[config.mk]
export PLATFORM = sky130hd
export DESIGN_NAME = exhaustive_vector_engine
export DESIGN_NICKNAME = d
export VERILOG_FILES = /design/src/rtl/exh_pkg.sv /design/src/rtl/exh_misr.sv /design/src/rtl/exhaustive_vector_engine.sv
export SDC_FILE = /design/constraint.sdc
export NUM_CORES = 1
export LEC_CHECK = 0
export BUFFER_PORTS_ARGS = -buffer_cell sky130_fd_sc_hd__buf_2
export CAP_MARGIN = 30
export CORE_UTILIZATION = 55
export CTS_CLUSTER_SIZE = 28
export DETAILED_ROUTE_END_ITERATION = 8
export PLACE_DENSITY = 0.77
export SKIP_CTS_REPAIR_TIMING = 1
export SLEW_MARGIN = 20
export SYNTH_ARGS = -nofsm -noshare
export SYNTH_HDL_FRONTEND = slang
export SYNTH_HIERARCHICAL = 1
export SYNTH_SLANG_ARGS = --single-unit
[constraint.sdc]
create_clock -name CK -period 2.2 [get_ports CK]
set_input_delay 0.44 -clock CK [delete_from_list [all_inputs] [get_ports CK]]
set_output_delay 0.44 -clock CK [all_outputs]
set_load 0.02 [all_outputs]
[src/rtl/exh_pkg.sv]
// Shared types for the exhaustive vector engine.
// Holds the sequencer state encoding and the default MISR polynomial.
package exh_pkg;

    typedef enum logic [2:0] {
        S_IDLE,
        S_APPLY,
        S_SETTLE,
        S_CAPTURE,
        S_EMIT,
        S_DONE
    } exh_state_e;

    localparam logic [15:0] EXH_POLY_DEFAULT = 16'h1021;

endpackage

[src/rtl/exh_misr.sv]
// Multiple-input signature register.
// Folds one data word per enabled cycle into the running signature.
module exh_misr
    import exh_pkg::*;
#(
    parameter int                 MISR_W = 16,
    parameter logic [MISR_W-1:0]  POLY   = MISR_W'(EXH_POLY_DEFAULT)
) (
    input  logic              CK,
    input  logic              clear,
    input  logic              enable,
    input  logic [MISR_W-1:0] data_in,
    output logic [MISR_W-1:0] sig
);

    logic [MISR_W-1:0] sig_q;
    logic [MISR_W-1:0] sig_d;

    // Next signature: clear wins, otherwise shift, feed back and fold data.
    always_comb begin
        sig_d = sig_q;
        if (clear) begin
            sig_d = '0;
        end else if (enable) begin
            sig_d = (sig_q << 1)
                  ^ (sig_q[MISR_W-1] ? POLY : '0)
                  ^ data_in;
        end
    end

    // Signature register.
    always_ff @(posedge CK) begin
        sig_q <= sig_d;
    end

    assign sig = sig_q;

endmodule

[src/rtl/exhaustive_vector_engine.sv]
// Exhaustive pattern sweeper: applies every N_IN-bit pattern in order,
// samples the response, streams records and compacts them into a MISR.
module exhaustive_vector_engine
    import exh_pkg::*;
#(
    parameter int                N_IN    = 2,
    parameter int                N_OUT   = 1,
    parameter int                SETTLE  = 1,
    parameter int                MISR_W  = 16,
    parameter logic [MISR_W-1:0] POLY    = MISR_W'(EXH_POLY_DEFAULT),
    parameter bit                EMIT_EN = 1'b1
) (
    input  logic                  CK,
    input  logic                  reset,
    input  logic                  start,
    output logic [N_IN-1:0]       dut_in,
    input  logic [N_OUT-1:0]      dut_out,
    output logic                  rec_valid,
    input  logic                  rec_ready,
    output logic [N_IN+N_OUT-1:0] rec_data,
    output logic                  busy,
    output logic                  done,
    output logic [MISR_W-1:0]     signature
);

    localparam int         REC_W       = N_IN + N_OUT;
    localparam logic [7:0] SETTLE_LAST = (SETTLE > 0) ? 8'(SETTLE - 1) : 8'd0;

    exh_state_e        state_q, state_d;
    logic [N_IN-1:0]   pattern_q, pattern_d;
    logic [7:0]        cnt_q, cnt_d;
    logic [REC_W-1:0]  rec_q, rec_d;
    logic              advance;
    logic              misr_clear;
    logic              misr_en;
    logic [MISR_W-1:0] misr_din;

    // Zero-extend the record into the signature width.
    always_comb begin
        misr_din = '0;
        misr_din[REC_W-1:0] = {pattern_q, dut_out};
    end

    // Sequencer next-state, pattern stepping and capture control.
    always_comb begin
        state_d    = state_q;
        pattern_d  = pattern_q;
        cnt_d      = cnt_q;
        rec_d      = rec_q;
        advance    = 1'b0;
        misr_clear = reset;
        misr_en    = 1'b0;
        unique case (state_q)
            S_IDLE, S_DONE: begin
                if (start) begin
                    state_d    = S_APPLY;
                    pattern_d  = '0;
                    misr_clear = 1'b1;
                end
            end
            S_APPLY: begin
                cnt_d   = 8'd0;
                state_d = (SETTLE == 0) ? S_CAPTURE : S_SETTLE;
            end
            S_SETTLE: begin
                if (cnt_q == SETTLE_LAST) begin
                    state_d = S_CAPTURE;
                end else begin
                    cnt_d = cnt_q + 8'd1;
                end
            end
            S_CAPTURE: begin
                rec_d   = {pattern_q, dut_out};
                misr_en = 1'b1;
                if (EMIT_EN) begin
                    state_d = S_EMIT;
                end else begin
                    advance = 1'b1;
                end
            end
            S_EMIT: begin
                advance = rec_ready;
            end
            default: begin
                state_d = S_IDLE;
            end
        endcase
        if (advance) begin
            if (&pattern_q) begin
                state_d = S_DONE;
            end else begin
                pattern_d = pattern_q + 1'b1;
                state_d   = S_APPLY;
            end
        end
    end

    // State, pattern, settle counter and record registers.
    always_ff @(posedge CK) begin
        if (reset) begin
            state_q   <= S_IDLE;
            pattern_q <= '0;
            cnt_q     <= 8'd0;
            rec_q     <= '0;
        end else begin
            state_q   <= state_d;
            pattern_q <= pattern_d;
            cnt_q     <= cnt_d;
            rec_q     <= rec_d;
        end
    end

    exh_misr #(
        .MISR_W (MISR_W),
        .POLY   (POLY)
    ) u_misr (
        .CK      (CK),
        .clear   (misr_clear),
        .enable  (misr_en),
        .data_in (misr_din),
        .sig     (signature)
    );

    assign dut_in    = pattern_q;
    assign rec_valid = (state_q == S_EMIT);
    assign rec_data  = rec_q;
    assign busy      = (state_q != S_IDLE) && (state_q != S_DONE);
    assign done      = (state_q == S_DONE);

endmodule

==> metrics.md <==
| Metric | Value |
|---|---|
| Status | finished, violations left |
| Failing checks | design-rule violations |
| Crit. End Element | output pin |
| I/O pin count | 29 |
| Most frequent cells in the layout | 32 x dfxtp_1, 28 x buf_2, 27 x nor2_1 |
| Final setup skew | 4.96 ps |
| Die area | 3260 sq um |
| IO Port Bufs | 28 |
| Final setup TNS | 0 ps |
| Leak | 0.758 nW |
| Post-Route Utilization | 68.1% |
| FF-to-FF Start | cnt_q[0] |
| Dpl hpwl | about 2.4 mm |
| Synth-to-layout area growth | 14.5% |
| H-tree levels | 2 |
| CTS tree | built |
| Worst r2r dst | cnt_q[2] |
| Hold Violations, Final | 0 |
| Pin count of the biggest net entering global routing | 16 |
| Max_cap viols | 0 |
| Post-route antenna net violation count | 0 |
| Clock-pin slew of the registers on the worst-case setup and hold paths | 90 ps |
| RSZ-0062 raised after global routing | false |
| Die Y-Extent | roughly 57 um |
| ANT cells | 0 |
| CTS Buffer Depth | 2 |
| Data required, critical path | 1760 ps |
| Die span in x | around 57 um |
| Fraction of layout instances using a drive strength above 1 | 28.8% |
| Reg2Reg Depth | 6 |
| Critical Path Source | state_q[2] |
| Initial Util | 59.5% |
| Floorplan row count | 19 |
| Number of vias per cell | about 5.4 |
| WS Path Type | reg -> out |
| WHS Path Cells | 3 |
| Via count | 1327 |
| F_max | around 530 MHz |
| CTS sink cnt | 32 |
| First-pass GRT wire length | 5.38 mm |
| Core area | 2810 sq um |
| Library cells used by synthesis | 41 |
| Gr usage total | 21.3% |
| Final period util | 86.0% |
| Seq cells post-synth | 32 |
| Hold Path Sink | rec_data[0] |
| Worst-path fanout max | 15 |
| Sequential share of the synthesized area | 38.4% |
| CTS root buf | clkbuf_4 |
| Initial antenna violation count | 0 |
| Post-DR wirelength/cell | 12.8 um |
| Fillcell total | 234 |
| Final Critical Period | 1890 ps |
| Commonest non-fill, non-tap cell in the layout | dfxtp_1 |
| Cells after Synth | 174 |
| Clock latency at the later pin of the worst-skew pair | 320 ps |
| Synthesized area per cell | 9.59 sq um |
| Reg-to-reg slack, setup | 390 ps |
| PwrDens | 617 nW/um^2 |
| Max Slew Vio Count | 0 |
| DRC | 2 |
| Setup-failing EPs final | 0 |
| Routed WL | ~3.1 mm |
| GPL Wtd Cong | 0.804 |
| Number of global-route vias before repair | ~1200 |
| VDD IR max | between 400 and 500 uV |
| Total CTS buffers | 5 |
| Nets | about 220 |
| Initial drt markers | 31 |
| Total iterations of the first detailed-routing run | 6 |
| Worst min-delay path class | in -> reg |
| Hold path start | dut_out |
| Crit path DAT | 1450 ps |
| Worst setup SP type | flip-flop |
| Mapped Area | approximately 1700 sq um |
| Total global routing overflow | 0 |
| Synth warn | 6 |
[layout make-up]
| cell class | count | area, sq um | area share [%] |
|---|---|---|---|
| clock buffers | 7 | 65.1 | 3.41 |
| inverters | 5 | 18.8 | 0.982 |
| multi-input cells | 139 | 977 | 51.1 |
| flip-flops and latches | 32 | 641 | 33.5 |
| well taps | 31 | 38.8 | 2.03 |
| repair buffers | 32 | 170 | 8.91 |
[state kept, by name, summed over array words and instances, names as in the netlist]
register / cells
u_misr/sig: 16
cnt_q: 8
rec_data: 3
state_q: 3
dut_in: 2
[power breakdown]
part | switching, mW | internal, mW | leakage [nW] | total [mW]
logic | 0.123 | 0.0715 | 0.462 | 0.195
clock network | 0.184 | 0.181 | 0.0374 | 0.365
registers | 0.0246 | 0.594 | 0.258 | 0.619
total | 0.332 | 0.847 | 0.758 | 1.18
[metal layers]
metal / up-vias / track usage [%] / wire, um
li1: 677 / - / -
met1: 620 / 27.7 / 1510
met2: 28 / 34.5 / 1500
met3: 2 / 6.12 / 118
met4: 0 / 6.62 / 16
met5: - / 0 / 0
[cell families after synthesis]
| logic type | share of synthesized area, % |
|---|---|
| XOR/XNOR | 11.0 |
| adder cells (fa/ha/maj) | 2.25 |
| multiplexers | 1.80 |
| AND/OR/NAND/NOR | 21.6 |
| other | 0.225 |
| flip-flops | 38.4 |
| AO/OA/AOI/OAI | 19.0 |
| buffers and inverters | 5.77 |
[how the worst max path moves through the flow]
stage / depth (start not counted) / end
after floorplan: 5 / dut_in[0]
after global placement: 6 / cnt_q[2]
after detailed placement: 6 / cnt_q[2]
after CTS: 2 / rec_valid
after global routing: 2 / rec_valid
final: 2 / rec_valid
[critical path: stages, from the launching register on]
cell and delay [ps]:
dfxtp_1 620, nor3b_1 300, buf_2 210
[cell usage after synthesis]
master / n / area [sq um]
a211oi_2: 14 / 175
a21oi_1: 8 / 40.0
a31o_2: 1 / 8.76
a32o_1: 1 / 10.0
and3_1: 1 / 6.26
buf_2: 2 / 10.0
buf_4: 2 / 15.0
buf_6: 4 / 45.0
clkbuf_1: 2 / 7.51
conb_1: 1 / 3.75
dfxtp_1: 32 / 641
ha_1: 3 / 37.5
inv_1: 5 / 18.8
mux2i_1: 3 / 30.0
nand2_1: 6 / 22.5
nand2b_1: 2 / 12.5
nand2b_2: 1 / 8.76
nand3_1: 3 / 15.0
nand3b_1: 3 / 22.5
nand4_1: 1 / 6.26
nand4b_1: 1 / 8.76
nor2_1: 27 / 101
nor2b_1: 1 / 6.26
nor3_1: 4 / 20.0
nor3b_1: 5 / 37.5
nor4_1: 1 / 6.26
nor4_4: 1 / 21.3
o211ai_1: 1 / 7.51
o21ai_0: 3 / 15.0
o221ai_2: 2 / 30.0
o31ai_2: 1 / 12.5
o32ai_1: 1 / 8.76
o41ai_1: 1 / 8.76
or2_0: 1 / 6.26
or2_1: 1 / 6.26
or2_2: 2 / 12.5
or3_1: 3 / 18.8
or4_1: 1 / 7.51
or4b_4: 1 / 13.8
xnor2_1: 19 / 166
xor2_1: 2 / 17.5
[stage by stage]
stage | cell area, sq um | worst slack, ps | hold slack, ps | power, mW | instances
global route | 1910 | 187 | 395 | 1.25 | 246
global placement | 1850 | 492 | 478 | 0.818 | 239
floorplan | 1710 | 485 | 458 | 0.790 | 186
detailed placement | 1850 | 399 | 489 | 0.826 | 239
finish | 1910 | 308 | 405 | 1.18 | 246
CTS | 1910 | 330 | 402 | 1.19 | 246
Note: power is estimated with default switching activity, not from simulation.
